`src/rtl/st2_pipe_pkg.sv`:
```
// Shared types and constants for the ID->EX pipeline register and its bubble control.
package st2_pipe_pkg;

   typedef enum logic [0:0] {
      ST_IDLE   = 1'b0,
      ST_BUBBLE = 1'b1
   } st2_state_t;

   localparam logic [15:0] NOP_CTRL = 16'h0;

endpackage

```
`src/rtl/st2_bubble_counter.sv`:
```
// Bubble-sequence FSM: saturates the requested length, counts bubbles down, and drives
// the upstream hold; stall freezes it, flush aborts it back to IDLE.
module st2_bubble_counter
   import st2_pipe_pkg::*;
#(
   parameter int BUBBLE_MAX = 3,
   parameter int CNT_W      = $clog2(BUBBLE_MAX + 1)
) (
   input  logic             clk,
   input  logic             rst,
   input  logic             flush,
   input  logic             stall,
   input  logic             bubble_req,
   input  logic [CNT_W-1:0] bubble_len,
   output logic             emit_bubble,
   output logic             hold_upstream,
   output logic             bubble_active
);

   st2_state_t       r_state;
   logic [CNT_W-1:0] r_cnt;
   logic             r_bubble_active;
   logic             w_req_ok;
   logic [CNT_W-1:0] w_eff_len;

   always_comb begin
      w_req_ok  = bubble_req && (bubble_len != '0);
      w_eff_len = (bubble_len > CNT_W'(BUBBLE_MAX)) ? CNT_W'(BUBBLE_MAX) : bubble_len;
      hold_upstream = (r_state == ST_BUBBLE) ||
                      ((r_state == ST_IDLE) && w_req_ok && !flush);
      emit_bubble   = !flush && !stall &&
                      ((r_state == ST_BUBBLE) || ((r_state == ST_IDLE) && w_req_ok));
   end

   assign bubble_active = r_bubble_active;

   always_ff @(posedge clk) begin
      if (rst || flush) begin
         r_state         <= ST_IDLE;
         r_cnt           <= '0;
         r_bubble_active <= 1'b0;
      end else if (!stall) begin
         case (r_state)
            ST_IDLE: begin
               // The request edge itself emits the first bubble; only the rest need BUBBLE.
               if (w_req_ok && (w_eff_len > CNT_W'(1))) begin
                  r_state         <= ST_BUBBLE;
                  r_cnt           <= w_eff_len - CNT_W'(1);
                  r_bubble_active <= 1'b1;
               end
            end
            ST_BUBBLE: begin
               if (r_cnt == CNT_W'(1)) begin
                  r_state         <= ST_IDLE;
                  r_cnt           <= '0;
                  r_bubble_active <= 1'b0;
               end else begin
                  r_cnt <= r_cnt - CNT_W'(1);
               end
            end
            default: begin
               r_state         <= ST_IDLE;
               r_cnt           <= '0;
               r_bubble_active <= 1'b0;
            end
         endcase
      end
   end

endmodule

```
`src/rtl/st2_ctrl_pipe_reg.sv`:
```
// ID->EX register bank: 1-cycle capture of control+operands, NOP substitution on flush
// or bubble; hold_upstream back-pressures IF/ID while a bubble sequence runs.
module st2_ctrl_pipe_reg
   import st2_pipe_pkg::*;
#(
   parameter int                CTRL_W      = 16,
   parameter int                DATA_W      = 32,
   parameter int                NUM_OPS     = 3,
   parameter int                BUBBLE_MAX  = 3,
   parameter int                CNT_W       = $clog2(BUBBLE_MAX + 1),
   parameter logic [CTRL_W-1:0] BUBBLE_CTRL = CTRL_W'(NOP_CTRL)
) (
   input  logic                      clk,
   input  logic                      rst,
   input  logic [CTRL_W-1:0]         ctrl_in,
   input  logic [NUM_OPS*DATA_W-1:0] ops_in,
   input  logic                      valid_in,
   input  logic                      stall,
   input  logic                      flush,
   input  logic                      bubble_req,
   input  logic [CNT_W-1:0]          bubble_len,
   output logic [CTRL_W-1:0]         ctrl_out,
   output logic [NUM_OPS*DATA_W-1:0] ops_out,
   output logic                      valid_out,
   output logic                      hold_upstream,
   output logic                      bubble_active
);

   logic                      w_emit_bubble;
   logic [CTRL_W-1:0]         r_ctrl;
   logic [NUM_OPS*DATA_W-1:0] r_ops;
   logic                      r_valid;

   st2_bubble_counter #(
      .BUBBLE_MAX (BUBBLE_MAX),
      .CNT_W      (CNT_W)
   ) u_bubble_counter (
      .clk           (clk),
      .rst           (rst),
      .flush         (flush),
      .stall         (stall),
      .bubble_req    (bubble_req),
      .bubble_len    (bubble_len),
      .emit_bubble   (w_emit_bubble),
      .hold_upstream (hold_upstream),
      .bubble_active (bubble_active)
   );

   always_ff @(posedge clk) begin
      if (rst || flush) begin
         r_ctrl  <= BUBBLE_CTRL;
         r_ops   <= '0;
         r_valid <= 1'b0;
      end else if (stall) begin
         r_ctrl  <= r_ctrl;
         r_ops   <= r_ops;
         r_valid <= r_valid;
      end else if (w_emit_bubble) begin
         r_ctrl  <= BUBBLE_CTRL;
         r_ops   <= '0;
         r_valid <= 1'b0;
      end else begin
         // Operands pass through even when invalid; only the control word is scrubbed.
         r_ctrl  <= valid_in ? ctrl_in : BUBBLE_CTRL;
         r_ops   <= ops_in;
         r_valid <= valid_in;
      end
   end

   assign ctrl_out  = r_ctrl;
   assign ops_out   = r_ops;
   assign valid_out = r_valid;

endmodule
```
`config.mk`:
```
export PLATFORM = sky130hd
export DESIGN_NAME = st2_ctrl_pipe_reg
export DESIGN_NICKNAME = d
export VERILOG_FILES = /design/src/rtl/st2_pipe_pkg.sv /design/src/rtl/st2_bubble_counter.sv /design/src/rtl/st2_ctrl_pipe_reg.sv
export SDC_FILE = /design/constraint.sdc
export NUM_CORES = 1
export LEC_CHECK = 0
export CORE_ASPECT_RATIO = 1.25
export CORE_MARGIN = 2
export CORE_UTILIZATION = 41
export DETAILED_ROUTE_END_ITERATION = 7
export HOLD_SLACK_MARGIN = 0.05
export PLACE_DENSITY = 0.86
export SETUP_SLACK_MARGIN = 0.5
export SYNTH_ARGS = -nofsm -noshare
export SYNTH_HDL_FRONTEND = slang
export SYNTH_SLANG_ARGS = --single-unit
```
`constraint.sdc`:
```
create_clock -name clk -period 1.62 [get_ports clk]
set_input_delay 0.243 -clock clk [delete_from_list [all_inputs] [get_ports clk]]
set_output_delay 0.243 -clock clk [all_outputs]
set_load 0.02 [all_outputs]
```
==> results.py, run 1 <==
metrics = {
    "sta": {
        "hold_ws_ns": 0.190,
        "slew_headroom": 0.700,
        "drv_slew": 0,
        "setup-violations-final": 0,
        "hold_viol_final": 0,
        "max_clock_freq_mhz": 765,
        "finalCriticalPeriod_ns": 1.31,
        "fin_crit_sh": 0.807,
        "rsz0062_at_grt": "yes",
        "skew_ns": 0.00542,
        "worst_pin_slew_ns": 0.438,
        "fin_setup_tns_ns": 0,
    },
    "finish": {
        "synthToLayoutAreaGrowth_pct": 93.6,
        "fin_nets": 841,
        "stdcell_area_sq_um": 9620,
        "final_common_cell": "buf_6",
        "drive_above_1_share": 0.628,
        "diodes": 0,
        "layout_common_cells": "125 x buf_6, 113 x dfxtp_2, 113 x clkdlybuf4s50_1",
        "final_cells": 892,
    },
    "clock_network": {
        "cts_tree": "done",
        "cts_buffers": 17,
        "clk_pin_slew_worst_paths_ns": 0.06,
        "clock_latency_ns": 0.40,
        "clock_sinks": 117,
        "root_buffer": "clkbuf_16",
        "clockBufferDepth": 2,
        "htreeDepth": 4,
        "hold_buffers": 0,
    },
    "logic_synthesis": {
        "synth_top_area_frac": 0.472,
        "async_flop_share": 0,
        "ys_warn_count": 0,
        "synth_compound_area_frac": 0.0421,
        "ys_seq_area_frac": 0.472,
        "synth_top_family_by_area": "simple AND/OR/NAND/NOR gates",
        "synth_enable_flop_cells": 0,
        "syn_area_sq_um": 4970,
        "yosys.cell_types.count": 29,
        "synthTopCellsByArea": "dfxtp_1 47%, mux2i_1 19%, nor3_2 16%",
        "synthCells": 432,
        "synth_adder_area_share": 0.00756,
        "synth_top_flop_cell": "dfxtp_1",
        "avgSynthCellArea_sq_um": 11.5,
        "synth-xor-area-share": 0,
        "yosys.area_share.simple": 0.226,
        "synthesis.nets": 555,
        "netlist.top_cell.by_area": "dfxtp_1",
        "synthMuxAreaShare": 0.193,
        "synth_seq_cells": 117,
    },
    "setup_path": {
        "arrival_ns": 1.60,
        "path_max_fanout": 7,
        "path_cells": "inv_4 > buf_6 > a21oi_4 > buf_12 > buf_12 > buf_16 > nor3_2",
        "crit_family": "buffers and inverters",
        "r2r_end": "ops_out[6]$_SDFFE_PP0N_",
        "path_buf_inv": 5,
        "reg2reg_depth": 7,
        "rrSetupSlack_ns": 0.31,
        "worst_setup_path_end_kind": "register",
        "crit_top_cell": "buf_12",
        "worstReg2RegStart": "u_bubble_counter.r_state$_SDFFE_PP0N_",
        "critPathMaxStageDelay_ns": 0.36,
        "critPathKind": "reg2reg",
        "critPathLaunchType": "register",
        "required_ns": 1.91,
        "critPathSlowestCell": "dfxtp_4",
    },
    "detailed_routing": {
        "post_drt_wl_per_cell_microns": 20.4,
        "routed_wl_microns": 18200,
        "vias": 4651,
        "dr_wl_met2_microns": 10300,
        "ant_nets": 0,
        "met3_length_microns": 962,
        "first_iter_violations": 124,
        "via_per_inst": 5.21,
        "dr.pass1.iters": 7,
        "wl_met1_microns": 6130,
        "drcViolationCount": 0,
        "dr.max_layer_used": "met4",
    },
    "power": {
        "total_power_mw": 8.42,
        "switchingPower_mw": 2.20,
        "netSwitchingFraction": 0.262,
        "p_per_area_nw_per_um2": 876,
        "p_comb_frac": 0.180,
        "leakage_nw": 3.91,
        "ir_worst_vdd_mv": 0.675,
        "internal_power_mw": 6.22,
        "p_clk_frac": 0.460,
        "seqPwrFrac": 0.361,
    },
    "global_route": {
        "grt_pass1_vias": 4912,
        "grt.overflow.total": 0,
        "grt_max_degree": 41,
        "grt_first_pass_wirelength_microns": 24900,
        "grtUsageTotal": 0.248,
        "antenna_found_initial": 0,
    },
    "run_status": {
        "run_status": "finished, final reports clean",
    },
    "die": {
        "pin_count": 235,
        "core_area_sq_um": 11700,
        "die_w_microns": 102,
        "die-area_sq_um": 13000,
        "rows": 44,
        "die_h_microns": 127,
        "initial_utilization": 0.424,
    },
    "min_path": {
        "whs_endpoint": "valid_out$_SDFFE_PP0N_",
        "min-delay-path-class": "in2reg",
        "hold_path.startpoint": "stall",
        "whs_path_depth": 3,
    },
    "run": {
        "maxCapViolations": 0,
    },
    "place": {
        "place.port_buffers": 234,
        "dp_hpwl_microns": 10000,
        "globalplace.congestion": 0.766,
        "dp_cells": 818,
        "place_area_sq_um": 7740,
    },
}
## power groups by stage
stage                     Clock [mW]  Combinational, mW  Sequential [mW]
after floorplan                    0              0.512             3.16
after global placement             0               1.15             3.06
after detailed placement           0               1.18             3.07
after CTS                       3.86               1.37             3.03
after global routing            4.05               1.58             3.04
final                           3.87               1.51             3.04
## tightest hold or removal path, stage by stage
cell,delay [ns]
buf_6,0.17
nand2_1,0.08
a21oi_1,0.05
## metrics by stage
step	worst slack, ns	util
3_3_place_gp	-0.526	0.660
6_report	0.312	0.820
5_1_grt	0.276	0.820
3_5_place_dp	-0.548	0.660
4_1_cts	0.327	0.780
2_1_floorplan	0.313	-
## cells in the mapped netlist (2+ instances only)
library cell / number
a21oi_1: 4
buf_2: 13
buf_4: 16
buf_6: 5
clkbuf_1: 4
clkbuf_4: 3
dfxtp_1: 117
ha_1: 3
inv_1: 3
mux2i_1: 96
nand2_1: 20
nand2b_1: 4
nand3_1: 17
nand3b_1: 2
nor3_1: 15
nor3_2: 81
o21ai_0: 2
o31ai_1: 16
## per-layer routing
layer | up-vias | GRT usage
met5 | - | 0
met4 | 0 | 0.127
met3 | 52 | 0.0569
met2 | 198 | 0.467
met1 | 2274 | 0.246
li1 | 2127 | -
## area by class of cell
cell class	instances	area, sq um
well taps	161	201
inverters	4	35.0
clock inverters	12	143
repair buffers	308	3540
flip-flops and latches	117	2490
fillers	642	2110
clock buffers	20	467
multi-input cells	270	2740
## repair_timing
action                     in CTS  in global routing
setup endpoints to repair     232                207
setup buffers                  16                 14
resized for setup             778                111
pin swaps                      16                 20
gates cloned                    9                  3
## state kept, by name, indices dropped and copies added, names as in the netlist
| signal | flops |
|---|---|
| u_bubble_counter.r_state | 1 |
| ops_out | 96 |
| u_bubble_counter.bubble_active | 1 |
| u_bubble_counter.r_cnt | 2 |
| ctrl_out | 16 |
| valid_out | 1 |
## worst max path at each step
stage / startpoint / endpoint / slack, ns / cells after the start
3_3_place_gp: bubble_len[1] / hold_upstream / -0.53 / 7
5_1_grt: u_bubble_counter.r_state$_SDFFE_PP0N_ / ops_out[6]$_SDFFE_PP0N_ / 0.28 / 7
2_1_floorplan: bubble_len[1] / u_bubble_counter.r_cnt[1]$_SDFFE_PP0P_ / 0.31 / 5
3_5_place_dp: bubble_len[1] / hold_upstream / -0.55 / 7
6_report: u_bubble_counter.r_state$_SDFFE_PP0N_ / ops_out[6]$_SDFFE_PP0N_ / 0.31 / 7
4_1_cts: ops_out[12]$_SDFFE_PP0N_ / ops_out[12] / 0.33 / 1
## cell families (layout without fill, tap and decap cells)
logic type                 count (synthesis)  after routing
AOI/OAI and AO/OA                         27             27
muxes                                     96             96
adders and majority gates                  3              3
buffers and inverters                     45            344
and+or+nand+nor                          144            144
DFF                                      117            117
(Power assumes the default switching activity.)
==> run 2: changes to the inputs <==
--- a/config.mk
+++ b/config.mk
@@ -7,10 +7,10 @@
 export LEC_CHECK = 0
 export CORE_ASPECT_RATIO = 1.25
 export CORE_MARGIN = 2
-export CORE_UTILIZATION = 41
+export CORE_UTILIZATION = 37
 export DETAILED_ROUTE_END_ITERATION = 7
 export HOLD_SLACK_MARGIN = 0.05
-export PLACE_DENSITY = 0.86
+export PLACE_DENSITY = 0.82
 export SETUP_SLACK_MARGIN = 0.5
 export SYNTH_ARGS = -nofsm -noshare
 export SYNTH_HDL_FRONTEND = slang
==> constraint.sdc (replaced) <==
create_clock -name clk -period 1.2 [get_ports clk]
set_input_delay 0.18 -clock clk [delete_from_list [all_inputs] [get_ports clk]]
set_output_delay 0.18 -clock clk [all_outputs]
set_load 0.02 [all_outputs]
==> run 2 against run 1 <==
Against the previous run: the flow now finishes with violations (negative setup slack); register-to-register slack worse by 0.49 ns; first-iteration DRC count is 9.7% higher; count of clock-buffer cells in the layout is 1 lower; maximum frequency is 5.1% lower; die area is 10% higher; largest cell class unchanged; highest routed layer unchanged.
==> results.py, run 2 (synthesized netlist as in run 1, its figures left out) <==
metrics = {
    "run_status": {
        "run_status": "finished, violations left",
        "violations": "negative setup slack",
    },
    "setup_path": {
        "worst_setup_path_end_kind": "register",
        "crit_family": "buffers and inverters",
        "critPathMaxStageDelay_ns": 0.35,
        "path_cells": "inv_4 > buf_12 > a21oi_4 > buf_6 > buf_12 > buf_16 > buf_12 > buf_12 > nor3_2",
        "arrival_ns": 1.66,
        "critPathSlowestCell": "dfxtp_2",
        "path_max_fanout": 5,
        "critPathLaunchType": "register",
        "critPathKind": "reg2reg",
        "required_ns": 1.48,
        "crit_top_cell": "buf_12",
        "path_buf_inv": 7,
    },
    "finish": {
        "fill_cells": 839,
        "final_common_cell": "buf_6",
        "post-route-util": 0.746,
        "drive_above_1_share": 0.633,
        "synthToLayoutAreaGrowth_pct": 98.0,
        "fin_nets": 853,
        "layout_common_cells": "131 x buf_6, 114 x dfxtp_2, 113 x clkdlybuf4s50_1",
        "largest_register_ffs": 96,
        "diodes": 0,
    },
    "clock_network": {
        "cts_tree": "done",
        "root_buffer": "clkbuf_16",
        "clock_sinks": 117,
        "clk_pin_slew_worst_paths_ns": 0.05,
        "htreeDepth": 4,
        "clockBufferDepth": 2,
        "clock_latency_ns": 0.40,
        "cts_buffers": 17,
    },
    "min_path": {
        "min-delay-path-class": "in2reg",
    },
    "detailed_routing": {
        "drcViolationCount": 0,
        "post_drt_wl_per_cell_microns": 17.7,
        "routed_wl_microns": 16100,
        "via_per_inst": 4.97,
        "vias": 4536,
        "dr.pass1.iters": 5,
        "first_iter_violations": 136,
        "ant_nets": 0,
    },
    "sta": {
        "worst_pin_slew_ns": 0.402,
        "setup-violations-final": 76,
        "slew_headroom": 0.732,
        "drv_slew": 0,
        "hold_viol_final": 0,
        "rsz0062_at_grt": "yes",
        "finalCriticalPeriod_ns": 1.38,
        "fin_crit_sh": 1.15,
        "finalWorstSetupSlack_ns": -0.179,
        "skew_ns": 0.00917,
        "max_clock_freq_mhz": 725,
    },
    "global_route": {
        "grt_pass1_vias": 4783,
        "antenna_found_initial": 0,
        "grt.overflow.total": 0,
        "grt_first_pass_wirelength_microns": 24800,
        "grtUsageTotal": 0.220,
        "grt_max_degree": 43,
    },
    "die": {
        "die_h_microns": 134,
        "initial_utilization": 0.377,
        "rows": 47,
        "pin_count": 235,
        "die-area_sq_um": 14400,
        "core_area_sq_um": 13200,
        "die_w_microns": 108,
    },
    "power": {
        "leakage_nw": 4.04,
        "p_per_area_nw_per_um2": 1160,
        "ir_worst_vdd_mv": 0.758,
    },
    "place": {
        "dp_hpwl_microns": 10300,
        "place.port_buffers": 234,
        "pre_cts_slack_ns": -0.834,
        "globalplace.congestion": 0.733,
    },
    "run": {
        "maxCapViolations": 0,
    },
}
[run 2: timing repair]
| item | in CTS | in global routing |
|---|---|---|
| cloned | 12 | 0 |
| endpoints found under the setup margin | 232 | 232 |
| resized for setup | 878 | 35 |
| hold buffers | 0 | 0 |
| buffers inserted | 28 | 12 |
| pin swaps | 74 | 8 |
[run 2: path summary, 6_finish.rpt]
| path | startpoint | end | slack [ns] | cells after the start |
|---|---|---|---|---|
| worst max-delay path | u_bubble_counter.r_state$_SDFFE_PP0N_ | ops_out[66]$_SDFFE_PP0N_ | -0.18 | 9 |
| worst min-delay path | stall | u_bubble_counter.r_cnt[0]$_SDFFE_PP0P_ | 0.08 | 2 |
| worst max register to register | u_bubble_counter.r_state$_SDFFE_PP0N_ | ops_out[66]$_SDFFE_PP0N_ | -0.18 | 9 |
| worst min register to register | ctrl_out[15]$_SDFFE_PP0N_ | ctrl_out[15]$_SDFFE_PP0N_ | 0.50 | 2 |
[run 2: cell type report]
cell class / count / area (sq um) / share of cell area
timing repair buffer: 320 / 3760 / 0.382
multi-input combinational: 270 / 2730 / 0.277
sequential: 117 / 2480 / 0.253
clock buffer: 19 / 433 / 0.0440
tap: 171 / 214 / 0.0218
clock inverter: 12 / 181 / 0.0185
inverter: 4 / 35.0 / 0.00356
[run 2: metal layers]
metal	GRT usage	up-vias	part of all wire
met1	0.230	2169	0.36
met3	0.0612	40	0.059
li1	-	2156	-
met4	0.0905	0	0.033
met5	0	-	0
met2	0.406	171	0.55
[run 2: power breakdown]
part	internal [mW]	total, mW	switching, mW
logic	1.17	2.07	0.897
clock network	3.46	5.22	1.76
registers	4.02	4.10	0.0813
total	8.66	11.4	2.74
[run 2: through the flow]
stage	setup TNS (ns)	total power [mW]	cells	area [sq um]	hold WS [ns]
finish	-9.63	11.4	913	9830	0.0782
global route	-12.13	11.8	913	9830	0.0726
CTS	-8.00	11.4	901	9540	0.0658
detailed placement	-86.25	5.73	830	7750	0.460
global placement	-82.31	5.69	830	7750	0.451
floorplan	-1.63	4.92	432	5080	0.319
